[config.mk]
export PLATFORM = sky130hd
export DESIGN_NAME = oram_path_sequencer
export DESIGN_NICKNAME = d
export VERILOG_FILES = /design/src/rtl/oram_path_sequencer.sv
export SDC_FILE = /design/constraint.sdc
export NUM_CORES = 1
export LEC_CHECK = 0
export ABC_AREA = 1
export BUFFER_PORTS_ARGS = -buffer_cell sky130_fd_sc_hd__buf_2
export CAP_MARGIN = 30
export CELL_PAD_IN_SITES_DETAIL_PLACEMENT = 0
export CELL_PAD_IN_SITES_GLOBAL_PLACEMENT = 2
export CORE_MARGIN = 1.5
export CORE_UTILIZATION = 24
export CTS_CLUSTER_SIZE = 28
export DETAILED_ROUTE_END_ITERATION = 8
export GPL_TIMING_DRIVEN = 0
export PLACE_DENSITY_LB_ADDON = 0.15
export SLEW_MARGIN = 5
export SYNTH_ARGS = -nofsm -noshare
export SYNTH_HDL_FRONTEND = slang
export SYNTH_SLANG_ARGS = --single-unit
[constraint.sdc]
create_clock -name clk -period 2.1 [get_ports clk]
set_input_delay 0.105 -clock clk [delete_from_list [all_inputs] [get_ports clk]]
set_output_delay 0.105 -clock clk [all_outputs]
set_load 0.02 [all_outputs]
[src/rtl/oram_path_sequencer.sv]
// oram_path_sequencer: sequences one oblivious access (posmap lookup/remap, root-to-leaf read pass, leaf-to-root eviction).
// Define ORAM_SEQ_DUMMY_ACCESS_EN to start dummy path accesses after IDLE_TIMEOUT idle cycles.
module oram_path_sequencer #(
  parameter int D = 6,
  parameter logic [15:0] LFSR_SEED = 16'hACE1,
  parameter int IDLE_TIMEOUT = 32
) (
  input  logic                 clk,
  input  logic                 rst_n,
  input  logic                 req_valid,
  output logic                 req_ready,
  input  logic [D-1:0]         req_block,
  input  logic                 req_write,
  output logic                 pm_re,
  output logic [D-1:0]         pm_addr,
  input  logic [D-1:0]         pm_rd_data,
  output logic                 pm_we,
  output logic [D-1:0]         pm_wr_data,
  output logic                 mem_req,
  input  logic                 mem_gnt,
  output logic                 mem_we,
  output logic [D-1:0]         mem_bucket,
  output logic [$clog2(D)-1:0] mem_level,
  output logic [D-2:0]         op_leaf,
  output logic [D-2:0]         op_new_leaf,
  output logic [D-1:0]         op_block,
  output logic                 op_write,
  output logic                 serve,
  output logic                 dummy,
  output logic                 done
);
  localparam int LV = $clog2(D);
  typedef enum logic [2:0] {IDLE, PM_WAIT, READ_PATH, SERVE, WRITE_PATH, DONE} state_t;
  state_t state, state_nx;
  logic [LV-1:0] level;
  logic [15:0] lfsr;
  logic dummy_go, dummy_q;
`ifdef ORAM_SEQ_DUMMY_ACCESS_EN
  localparam int CW = $clog2(IDLE_TIMEOUT + 1);
  logic [CW-1:0] idle_cnt;
  assign dummy_go = state == IDLE && !req_valid && idle_cnt == CW'(IDLE_TIMEOUT - 1);
  always_ff @(posedge clk or negedge rst_n)
    if (!rst_n) begin
      idle_cnt <= '0;
      dummy_q <= 1'b0;
    end else begin
      idle_cnt <= (state == IDLE && !req_valid && !dummy_go) ? idle_cnt + 1'b1 : '0;
      dummy_q <= state == IDLE ? dummy_go : state == DONE ? 1'b0 : dummy_q;
    end
`else
  assign dummy_go = 1'b0;
  assign dummy_q = 1'b0;
`endif
  assign dummy = dummy_q;
  always_ff @(posedge clk or negedge rst_n)
    if (!rst_n) state <= IDLE;
    else state <= state_nx;
  always_comb begin
    state_nx = state;
    case (state)
      IDLE:       state_nx = req_valid ? PM_WAIT : dummy_go ? READ_PATH : IDLE;
      PM_WAIT:    state_nx = READ_PATH;
      READ_PATH:  state_nx = (mem_gnt && level == LV'(D - 1)) ? (dummy_q ? WRITE_PATH : SERVE) : READ_PATH;
      SERVE:      state_nx = WRITE_PATH;
      WRITE_PATH: state_nx = (mem_gnt && level == '0) ? DONE : WRITE_PATH;
      DONE:       state_nx = IDLE;
      default:    state_nx = IDLE;
    endcase
  end
  // Leaf LFSR steps only when an access (real or dummy) starts.
  always_ff @(posedge clk or negedge rst_n)
    if (!rst_n) begin
      lfsr <= LFSR_SEED;
      level <= '0;
      op_leaf <= '0;
      op_new_leaf <= '0;
      op_block <= '0;
      op_write <= 1'b0;
    end else begin
      if (state == IDLE) level <= '0;
      if (state == IDLE && (req_valid || dummy_go)) lfsr <= {lfsr[14:0], lfsr[15] ^ lfsr[13] ^ lfsr[12] ^ lfsr[10]};
      if (state == IDLE && req_valid) begin
        op_block <= req_block;
        op_write <= req_write;
        op_new_leaf <= lfsr[D-2:0];
      end
      if (dummy_go) op_leaf <= lfsr[D-2:0];
      if (state == PM_WAIT) op_leaf <= pm_rd_data[D-1] ? pm_rd_data[D-2:0] : op_new_leaf;
      if (state == READ_PATH && mem_gnt && level != LV'(D - 1)) level <= level + 1'b1;
      if (state == WRITE_PATH && mem_gnt && level != '0) level <= level - 1'b1;
    end
  always_comb begin
    req_ready = state == IDLE;
    pm_re = state == IDLE && req_valid;
    pm_we = state == PM_WAIT;
    pm_addr = pm_re ? req_block : pm_we ? op_block : '0;
    pm_wr_data = pm_we ? {1'b1, op_new_leaf} : '0;
    mem_req = state == READ_PATH || state == WRITE_PATH;
    mem_we = state == WRITE_PATH;
    mem_level = mem_req ? level : '0;
    mem_bucket = mem_req ? ((D'(1) << level) | (D'(op_leaf) >> (LV'(D - 1) - level))) : '0;
    serve = state == SERVE;
    done = state == DONE && !dummy_q;
  end
endmodule

==> results.cfg, run 1 <==
[pwr]
p_clk_frac = 0.125
irDropWorstVdd_mv = 0.665
seqPwrFrac = 0.325
p_sw_mw = 1.84
finalPower_mw = 3.75
p_comb_frac = 0.551
p_per_area_nw_per_um2 = 1510
leakagePower_nw = 1.36
swShare = 0.490
p_int_mw = 1.92

[die]
die_w_um = 93.3
boundaryPins = 63
dieArea_um2 = 8710
die_h_um = 93.3
coreArea_um2 = 7810
start_util = 0.251
fp-row-count = 32

[clock_network]
cts_tree = done
cts_setup_buffers = 0
numCtsBuffers = 5
htree_levels = 2
clockRootBuffer = clkbuf_8
clk_pin_slew_ns = 0.07
clk_latency_ns = 0.28
cts_max_path_buffers = 2
clock-sinks = 35

[yosys]
synth_seq_cells = 35
syn_area_um2 = 1960
synth_edf_count = 0
ys.warnings.count = 0
post_synth_num_cell_types = 29
syn-num-nets = 283
synth_flop_cell = dfrtp_1
synthTopCellsByArea = dfrtp_1, nand2_1, dfstp_2, o21ai_0, inv_1
synthCells = 259
synthArstFlopShare = 1.00
avgSynthCellArea_um2 = 7.56
synth_top_area_cell = dfrtp_1
synth_top_area_frac = 0.345
seq_area_frac_synth = 0.452

[timing]
setup_ws_ns = 0.166
maxClockFrequency_mhz = 517
setup_viol = 0
min_period_ns = 1.93
worst_pin_slew_ns = 0.801
drv_slew = 0
maxSlewHeadroom = 0.466
whs_ns = 0.0154
hold_viol_final = 0
rsz0062_at_grt = true
min_period_over_period = 0.921
clock_skew_ns = 0.00300

[global_routing]
overflow = 0
grt_pass1_vias = 1791
antenna_found_initial = 0
grt_pass1_wl_mm = 8.67
track_usage = 0.127
grt_max_degree = 36

[drt]
vias = 1788
wirelength_mm = 5.15
via_per_inst = 4.16
wire_per_inst_um = 12.0
drt_iter0_drc = 70
drc = 0
dr.pass1.iters = 4
ant_nets = 0

[placement]
portBuffers = 60
place_congestion = 0.720
dp_cells = 421
place_ws_ns = 0.271
dp_hpwl_mm = 3.91

[setup_path]
worstSetupStartpointType = flop
crit_required_ns = 2.00
critical_path_arrival_ns = 1.83
endpoint_kind = primary output
crit_type = flop to primary output
rr_worst_depth = 8
cp_max_fo = 8

[min_path]
whs_path_depth = 3
worstHoldPathType = input pin to flop

[cells_and_area]
syn_to_final_growth_pct = 26.9
drive_gt1_frac = 0.299
nets = 351
nFillCells = 893
fin_util = 0.318
diodes = 0
final_cells = 430

[run]
maxCapViolCount = 0

[outcome]
status = finished clean
==> area by class of cell <==
| class | instances | area (µm²) | share of cell area |
|---|---|---|---|
| flip-flops and latches | 35 | 888 | 0.358 |
| multi-input cells | 172 | 835 | 0.336 |
| repair buffers | 61 | 310 | 0.125 |
| inverters | 37 | 139 | 0.0559 |
| well taps | 102 | 128 | 0.0514 |
| plain buffers | 15 | 104 | 0.0418 |
| clock buffers | 7 | 76.3 | 0.0307 |
| clock inverters | 1 | 5.00 | 0.00201 |
==> Yosys cell counts (2+ instances only) <==
| cell | count |
|---|---|
| dfstp_2 | 8 |
| o211ai_1 | 2 |
| nand2_1 | 81 |
| dfrtp_1 | 27 |
| nor3_1 | 2 |
| o21ai_0 | 33 |
| nand3_1 | 5 |
| buf_4 | 6 |
| inv_1 | 35 |
| inv_2 | 2 |
| xnor2_1 | 2 |
| nor2_1 | 24 |
| buf_2 | 5 |
| nand4_1 | 6 |
| ha_1 | 7 |
==> sequential cells by signal (all words and copies together), names as in the netlist <==
| register | count |
|---|---|
| op_new_leaf | 5 |
| op_block | 6 |
| op_write | 1 |
| state | 3 |
| level | 3 |
| op_leaf | 5 |
| lfsr | 12 |
==> logic make-up after synthesis <==
kind of cell               count (synthesis)  share of synthesized area
xor gates and xnor gates                   3                     0.0134
other                                      1                    0.00192
DFF                                       35                      0.452
AOI/OAI and AO/OA                         39                      0.105
and+or+nand+nor                          122                      0.258
buffers and inverters                     52                      0.124
adders and majority gates                  7                     0.0447
==> layout by cell type, fill, tap and decap left out, types with 2 or more instances in the layout <==
cell type,netlist,layout
inv_2,2,3
clkbuf_8,0,5
clkbuf_1,1,3
nor2_2,0,2
nand4_1,6,6
buf_2,5,65
xnor2_1,2,2
o211ai_1,2,2
o21ai_0,33,32
ha_1,7,7
nand3_1,5,5
dfrtp_2,0,2
dfstp_2,8,8
nor2_1,24,22
nand2_1,81,81
dfrtp_1,27,25
inv_1,35,34
buf_4,6,6
nor3_1,2,2
==> per-layer routing <==
metal | routed length (µm) | global-route usage
met1 | 2620 | 0.184
met2 | 2100 | 0.183
met3 | 389 | 0.0382
met4 | 49 | 0.0341
met5 | 0 | 0
==> power by group through the flow <==
stage	sequential, mW	clock, mW	combinational [mW]
floorplan	1.31	0	1.33
global placement	1.23	0	2.10
detailed placement	1.22	0	2.11
CTS	1.22	0.500	2.11
global route	1.27	0.526	2.36
finish	1.22	0.467	2.07
==> worst paths after layout <==
path                                 from            end  slack, ns
min in group asynchronous           rst_n     op_leaf[1]       0.44
worst max-delay path             level[1]  mem_bucket[0]       0.17
max in group asynchronous           rst_n       level[0]       1.10
worst min-delay path            req_write       op_write       0.02
worst max register to register   level[0]       level[2]       0.46
worst min register to register    lfsr[6]        lfsr[7]       0.46
==> stage by stage <==
step / area, µm² / TNS (ns)
2_1_floorplan: 1960 / 0
3_3_place_gp: 2390 / 0
3_5_place_dp: 2390 / 0
4_1_cts: 2480 / 0
5_1_grt: 2480 / -0.0173
6_report: 2480 / 0
==> repair_timing <==
action	CTS	global route
gates resized for setup	1	5
hold buffers	1	0
endpoints found under the hold margin	27	0
endpoints found under the setup margin	2	6
==> critical path, stage by stage (launching register included) <==
cell and delay [ns]:
dfrtp_2 0.45, inv_2 0.15, ha_1 0.31, nor2_2 0.17, o211ai_1 0.11, nand2_1 0.08
nor2_1 0.04, nor2_1 0.07, buf_2 0.16
Note: power is estimated with default switching activity, not from simulation.
==> inputs of run 2 (changes only) <==
--- a/config.mk
+++ b/config.mk
@@ -10,7 +10,7 @@
 export CAP_MARGIN = 30
 export CELL_PAD_IN_SITES_DETAIL_PLACEMENT = 0
 export CELL_PAD_IN_SITES_GLOBAL_PLACEMENT = 2
-export CORE_MARGIN = 1.5
+export CORE_MARGIN = 2
 export CORE_UTILIZATION = 24
 export CTS_CLUSTER_SIZE = 28
 export DETAILED_ROUTE_END_ITERATION = 8
==> run 2 against run 1 <==
  * Cell count up 0.23%
  * Largest cell class unchanged
  * Worst hold slack better by 0.016 ns
  * Combinational power about the same
  * Die area up 2.2%
  * Non-clock buffer count up 1
  * Largest power group unchanged
  * Total power up 1.0%
  * First-iteration DRC count down 2.9%
  * Worst setup slack worse by 0.0093 ns
  * Clock power up 4%
  * Sequential power about the same
==> results.cfg, run 2 (synthesis gave the netlist of run 1 again) <==
[timing]
min_period_ns = 1.94
rsz0062_at_grt = true
maxSlewHeadroom = 0.465
maxClockFrequency_mhz = 515
setup_viol = 0
worst_pin_slew_ns = 0.803
final.setup.tns_ns = 0
hold_viol_final = 0
clock_skew_ns = 0.00364
whs_ns = 0.0312
min_period_over_period = 0.925
drv_slew = 0

[outcome]
status = finished clean

[setup_path]
crit_chain = inv_2 -> ha_1 -> nor2_1 -> nand2_1 -> nand3_1 -> nand2_1 -> inv_1 -> buf_2
path_buf_inv = 3
crit_required_ns = 2.00
crit_type = flop to primary output
critPathMostFrequentCell = nand2_1
critPathMaxStageDelay_ns = 0.45
crit_slowest_cell = dfrtp_2
worstSetupStartpointType = flop
endpoint_kind = primary output
crit_family = flip-flops
r2r_start = level[0]
cp_max_fo = 8
critical_path_arrival_ns = 1.84
critPathLaunch = level[1]

[placement]
place_congestion = 0.704
dp_cells = 421
dp_hpwl_mm = 3.97
portBuffers = 60

[global_routing]
antenna_found_initial = 0
overflow = 0
grt_pass1_wl_mm = 8.73
grt_pass1_vias = 1713
grt_max_degree = 36
track_usage = 0.128

[pwr]
irDropWorstVdd_mv = 0.516
finalPower_mw = 3.79
leakagePower_nw = 1.37
p_per_area_nw_per_um2 = 1520

[drt]
wire_per_inst_um = 12.4
vias = 1799
drt_iter0_drc = 68
wirelength_mm = 5.33
via_per_inst = 4.17
ant_nets = 0
dr.pass1.iters = 4
drc = 0

[die]
die_h_um = 94.3
die_w_um = 94.3
dieArea_um2 = 8900
fp-row-count = 32
coreArea_um2 = 7810
boundaryPins = 63
start_util = 0.251

[min_path]
worstHoldPathType = input pin to flop
hp-start = req_block[1]

[clock_network]
clk_pin_slew_ns = 0.07
clockRootBuffer = clkbuf_8
htree_levels = 2
numCtsBuffers = 5
clock-sinks = 35
cts_max_path_buffers = 2
cts_tree = done
clk_latency_ns = 0.29
cts_setup_buffers = 0

[cells_and_area]
nets = 352
top_register = lfsr
largest_register_ffs = 12
final_cells = 431
diodes = 0
drive_gt1_frac = 0.298
top_regs = lfsr (12), op_block (6)
final_common_cell = nand2_1
mostFrequentLayoutCells = nand2_1, buf_2, inv_1
syn_to_final_growth_pct = 27.5

[run]
maxCapViolCount = 0
==> run 2: cell count changes in the layout (fill, tap and decap cells not counted) <==
cell / previous run / this run
buf_2: 65 / 64
clkbuf_4: 0 / 1
dlygate4sd3_1: 1 / 2
o21ai_0: 32 / 31
o21ai_1: 1 / 2
==> run 2: layout make-up <==
cell class                      instances  area [µm²]
Buffer                                 15         106
Multi-Input combinational cell        172         835
Timing Repair Buffer                   62         320
Tap cell                              102         128
Clock buffer                            7        76.3
Inverter                               37         139
Clock inverter                          1        5.00
Fill cell                             905        5310
Sequential cell                        35         888
==> run 2: per-layer routing <==
| metal | share of wire | routed length, µm | GRT usage | vias up |
|---|---|---|---|---|
| li1 | - | - | - | 938 |
| met1 | 0.52 | 2790 | 0.181 | 805 |
| met2 | 0.40 | 2130 | 0.190 | 51 |
| met3 | 0.065 | 348 | 0.0417 | 5 |
| met4 | 0.011 | 56 | 0.0326 | 0 |
| met5 | 0 | 0 | 0 | - |
==> run 2: path summary, 6_finish.rpt <==
check / slack [ns] / endpoint / cells after the start
min reg2reg: 0.47 / lfsr[7] / 2
max in group asynchronous: 1.10 / level[1] / 2
min in group asynchronous: 0.43 / op_leaf[1] / 2
max: 0.16 / mem_bucket[1] / 8
max reg2reg: 0.51 / level[0] / 8
min: 0.03 / op_block[1] / 3
==> run 2: worst reg2reg max path, stage by stage (launching register included) <==
cell,delay (ns)
dfrtp_2,0.42
clkbuf_4,0.23
inv_1,0.12
ha_1,0.22
nand2_1,0.12
inv_1,0.08
nor3_1,0.20
nor2_1,0.06
nand2_1,0.07
==> run 2: timing repair <==
| action | 4_1_cts | 5_1_grt |
|---|---|---|
| pin swaps | 0 | 0 |
| endpoints found under the setup margin | 2 | 7 |
| resized for setup | 1 | 7 |
| endpoints found under the hold margin | 28 | 0 |
| hold buffers | 2 | 0 |
==> run 2: power breakdown <==
group | leakage [nW] | internal (mW) | switching [mW]
registers | 0.432 | 0.995 | 0.226
logic | 0.893 | 0.692 | 1.39
clock network | 0.0422 | 0.233 | 0.253
==> run 2: stage by stage <==
| stage | instance area, µm² | setup slack [ns] | util |
|---|---|---|---|
| after global placement | 2390 | 0.252 | 0.306 |
| final | 2500 | 0.157 | 0.320 |
| after global routing | 2500 | -0.00872 | 0.320 |
| after detailed placement | 2390 | 0.267 | 0.306 |
| after floorplan | 1960 | 0.473 | - |
| after CTS | 2490 | 0.0103 | 0.319 |
==> inputs of run 3 (changes only) <==
--- a/config.mk
+++ b/config.mk
@@ -5,13 +5,12 @@
 export SDC_FILE = /design/constraint.sdc
 export NUM_CORES = 1
 export LEC_CHECK = 0
-export ABC_AREA = 1
 export BUFFER_PORTS_ARGS = -buffer_cell sky130_fd_sc_hd__buf_2
 export CAP_MARGIN = 30
 export CELL_PAD_IN_SITES_DETAIL_PLACEMENT = 0
 export CELL_PAD_IN_SITES_GLOBAL_PLACEMENT = 2
 export CORE_MARGIN = 2
-export CORE_UTILIZATION = 24
+export CORE_UTILIZATION = 31
 export CTS_CLUSTER_SIZE = 28
 export DETAILED_ROUTE_END_ITERATION = 8
 export GPL_TIMING_DRIVEN = 0
==> run 3 against run 2 <==
  * Clock power up 27%
  * Sequential cell count stayed put
  * Sequential power decreased by 18%
  * Largest power group unchanged
  * Count of clock-buffer cells in the layout shrank 1
  * Critical endpoint unchanged
  * Die area fell by 23%
  * Combinational power shrank 25%
  * Register-to-register slack got worse by 0.14 ns
==> results.cfg, run 3 <==
[yosys]
synthArstFlopShare = 1.00
post_synth_num_cell_types = 38
avgSynthCellArea_um2 = 8.56
synth_top_area_frac = 0.351
seq_area_frac_synth = 0.460
synth_seq_cells = 35
ys.warnings.count = 0
synth_top_area_cell = dfrtp_1
synthCells = 225
synth_common_cells = nand2_1, dfrtp_1, nor2_1, a21oi_1, dfstp_2
synthTopCellsByArea = dfrtp_1, nand2_1, dfstp_2, ha_1, nor2_1
yosysMostFrequentCell = nand2_1
syn_area_um2 = 1930
synth_flop_cell = dfrtp_1
synth_edf_count = 0
syn-num-nets = 249

[die]
boundaryPins = 63
dieArea_um2 = 6860
start_util = 0.324
fp-row-count = 28
die_w_um = 82.8
coreArea_um2 = 5960
die_h_um = 82.8

[clock_network]
htree_levels = 2
clock-sinks = 35
numCtsBuffers = 5
clk_pin_slew_ns = 0.07
cts_max_path_buffers = 2
clockRootBuffer = clkbuf_8
clk_latency_ns = 0.28
cts_tree = done

[timing]
drv_slew = 0
min_period_ns = 1.99
maxSlewHeadroom = 0.485
worst_pin_slew_ns = 0.772
final.setup.tns_ns = 0
clock_skew_ns = 0.00799
rsz0062_at_grt = false
min_period_over_period = 0.946
setup_ws_ns = 0.113
maxClockFrequency_mhz = 503
hold_viol_final = 0
setup_viol = 0

[cells_and_area]
drive_gt1_frac = 0.383
finish.instance_area_um2 = 2500
mostFrequentLayoutCells = nand2_1, buf_2, dfrtp_1
nets = 321
top_register = lfsr
diodes = 0
final_common_cell = nand2_1
final_cells = 373
syn_to_final_growth_pct = 29.9
largest_register_ffs = 12
top_regs = lfsr (12), op_block (6)

[pwr]
leakagePower_nw = 1.38
irDropWorstVdd_mv = 0.521
finalPower_mw = 3.18
p_per_area_nw_per_um2 = 1270

[global_routing]
overflow = 0
track_usage = 0.141
grt_pass1_vias = 1572
grt_pass1_wl_mm = 8.03
grt_max_degree = 36
gr-usage-met2 = 0.205
met1_usage = 0.209
antenna_found_initial = 0
top_usage_layer = met1
globalRouteMet3Util = 0.0378

[drt]
ant_nets = 0
drt_iter0_drc = 90
wirelength_mm = 4.68
drc = 0
via_per_inst = 4.50
vias = 1678
wire_per_inst_um = 12.5
dr.pass1.iters = 4

[placement]
dp_cells = 360
dp_hpwl_mm = 3.48
place_area_um2 = 2320
portBuffers = 60
place_ws_ns = 0.253
place_congestion = 0.805

[setup_path]
crit_required_ns = 2.00
cp_max_fo = 5
critical_path_arrival_ns = 1.88
worstSetupStartpointType = flop
regToRegSetupSlack_ns = 0.37
endpoint_kind = primary output
crit_type = flop to primary output

[min_path]
worstHoldPathType = input pin to flop

[run]
maxCapViolCount = 0

[outcome]
status = finished clean
run 3: changes by cell type in the layout (fill, tap and decap cells not counted), sizes merged, moves of 6 or more:
cell   delta
inv      -31
o21ai    -29
nor2      -8
a21oi     +7
mux2i     +6
run 3: report_power, final:
| part | total (mW) | switching, mW | internal (mW) |
|---|---|---|---|
| Combinational | 1.56 | 0.979 | 0.585 |
| Clock | 0.619 | 0.235 | 0.384 |
| Sequential | 1.00 | 0.167 | 0.833 |
| Total | 3.18 | 1.38 | 1.80 |
run 3: worst paths after layout:
| path | startpoint | to | depth (start not counted) |
|---|---|---|---|
| worst max-delay path | level[1] | mem_bucket[1] | 6 |
| worst min-delay path | req_write | op_write | 3 |
| worst max register to register | level[0] | level[1] | 7 |
| worst min register to register | lfsr[6] | lfsr[7] | 2 |
| max in group asynchronous | rst_n | level[1] | 2 |
| min in group asynchronous | rst_n | op_new_leaf[0] | 2 |
run 3: layout make-up:
type | count | area [µm²]
multi-input combinational | 168 | 932
sequential | 35 | 890
clock buffer | 6 | 82.6
tap | 75 | 93.8
clock inverter | 2 | 35.0
buffer | 14 | 90.1
fill | 642 | 3450
inverter | 7 | 32.5
timing repair buffer | 66 | 348
run 3: metrics by stage:
step	util	hold WS [ns]
finish	0.420	0.0166
global route	0.420	0.0353
CTS	0.412	0.00687
detailed placement	0.390	0.234
global placement	0.390	0.243
floorplan	-	-0.191
run 3: worst max-delay path: stages (launching register included):
cell,delay [ns]
dfrtp_2,0.46
clkinvlp_4,0.16
ha_2,0.40
nor2_2,0.06
a222oi_1,0.31
nor2_1,0.06
buf_2,0.16
run 3: metal layers:
| layer | up-vias | wire length (µm) |
|---|---|---|
| li1 | 870 | - |
| met1 | 761 | 2320 |
| met2 | 45 | 2090 |
| met3 | 2 | 271 |
| met4 | 0 | 8 |
| met5 | - | 0 |
run 3: logic make-up after synthesis:
group                      after synthesis  share of synthesized area
and+or+nand+nor                        123                      0.277
DFF                                     35                      0.460
AOI/OAI and AO/OA                       23                     0.0779
buffers and inverters                   22                     0.0656
muxes                                   10                     0.0545
adders and majority gates                7                     0.0455
xor gates and xnor gates                 4                     0.0182
other                                    1                    0.00195
run 3: what timing repair did:
| action | in CTS | in global routing |
|---|---|---|
| setup buffers | 0 | 5 |
| setup endpoints to repair | 2 | 9 |
| endpoints found under the hold margin | 27 | 0 |
| resized for setup | 1 | 11 |
| hold buffers | 1 | 0 |
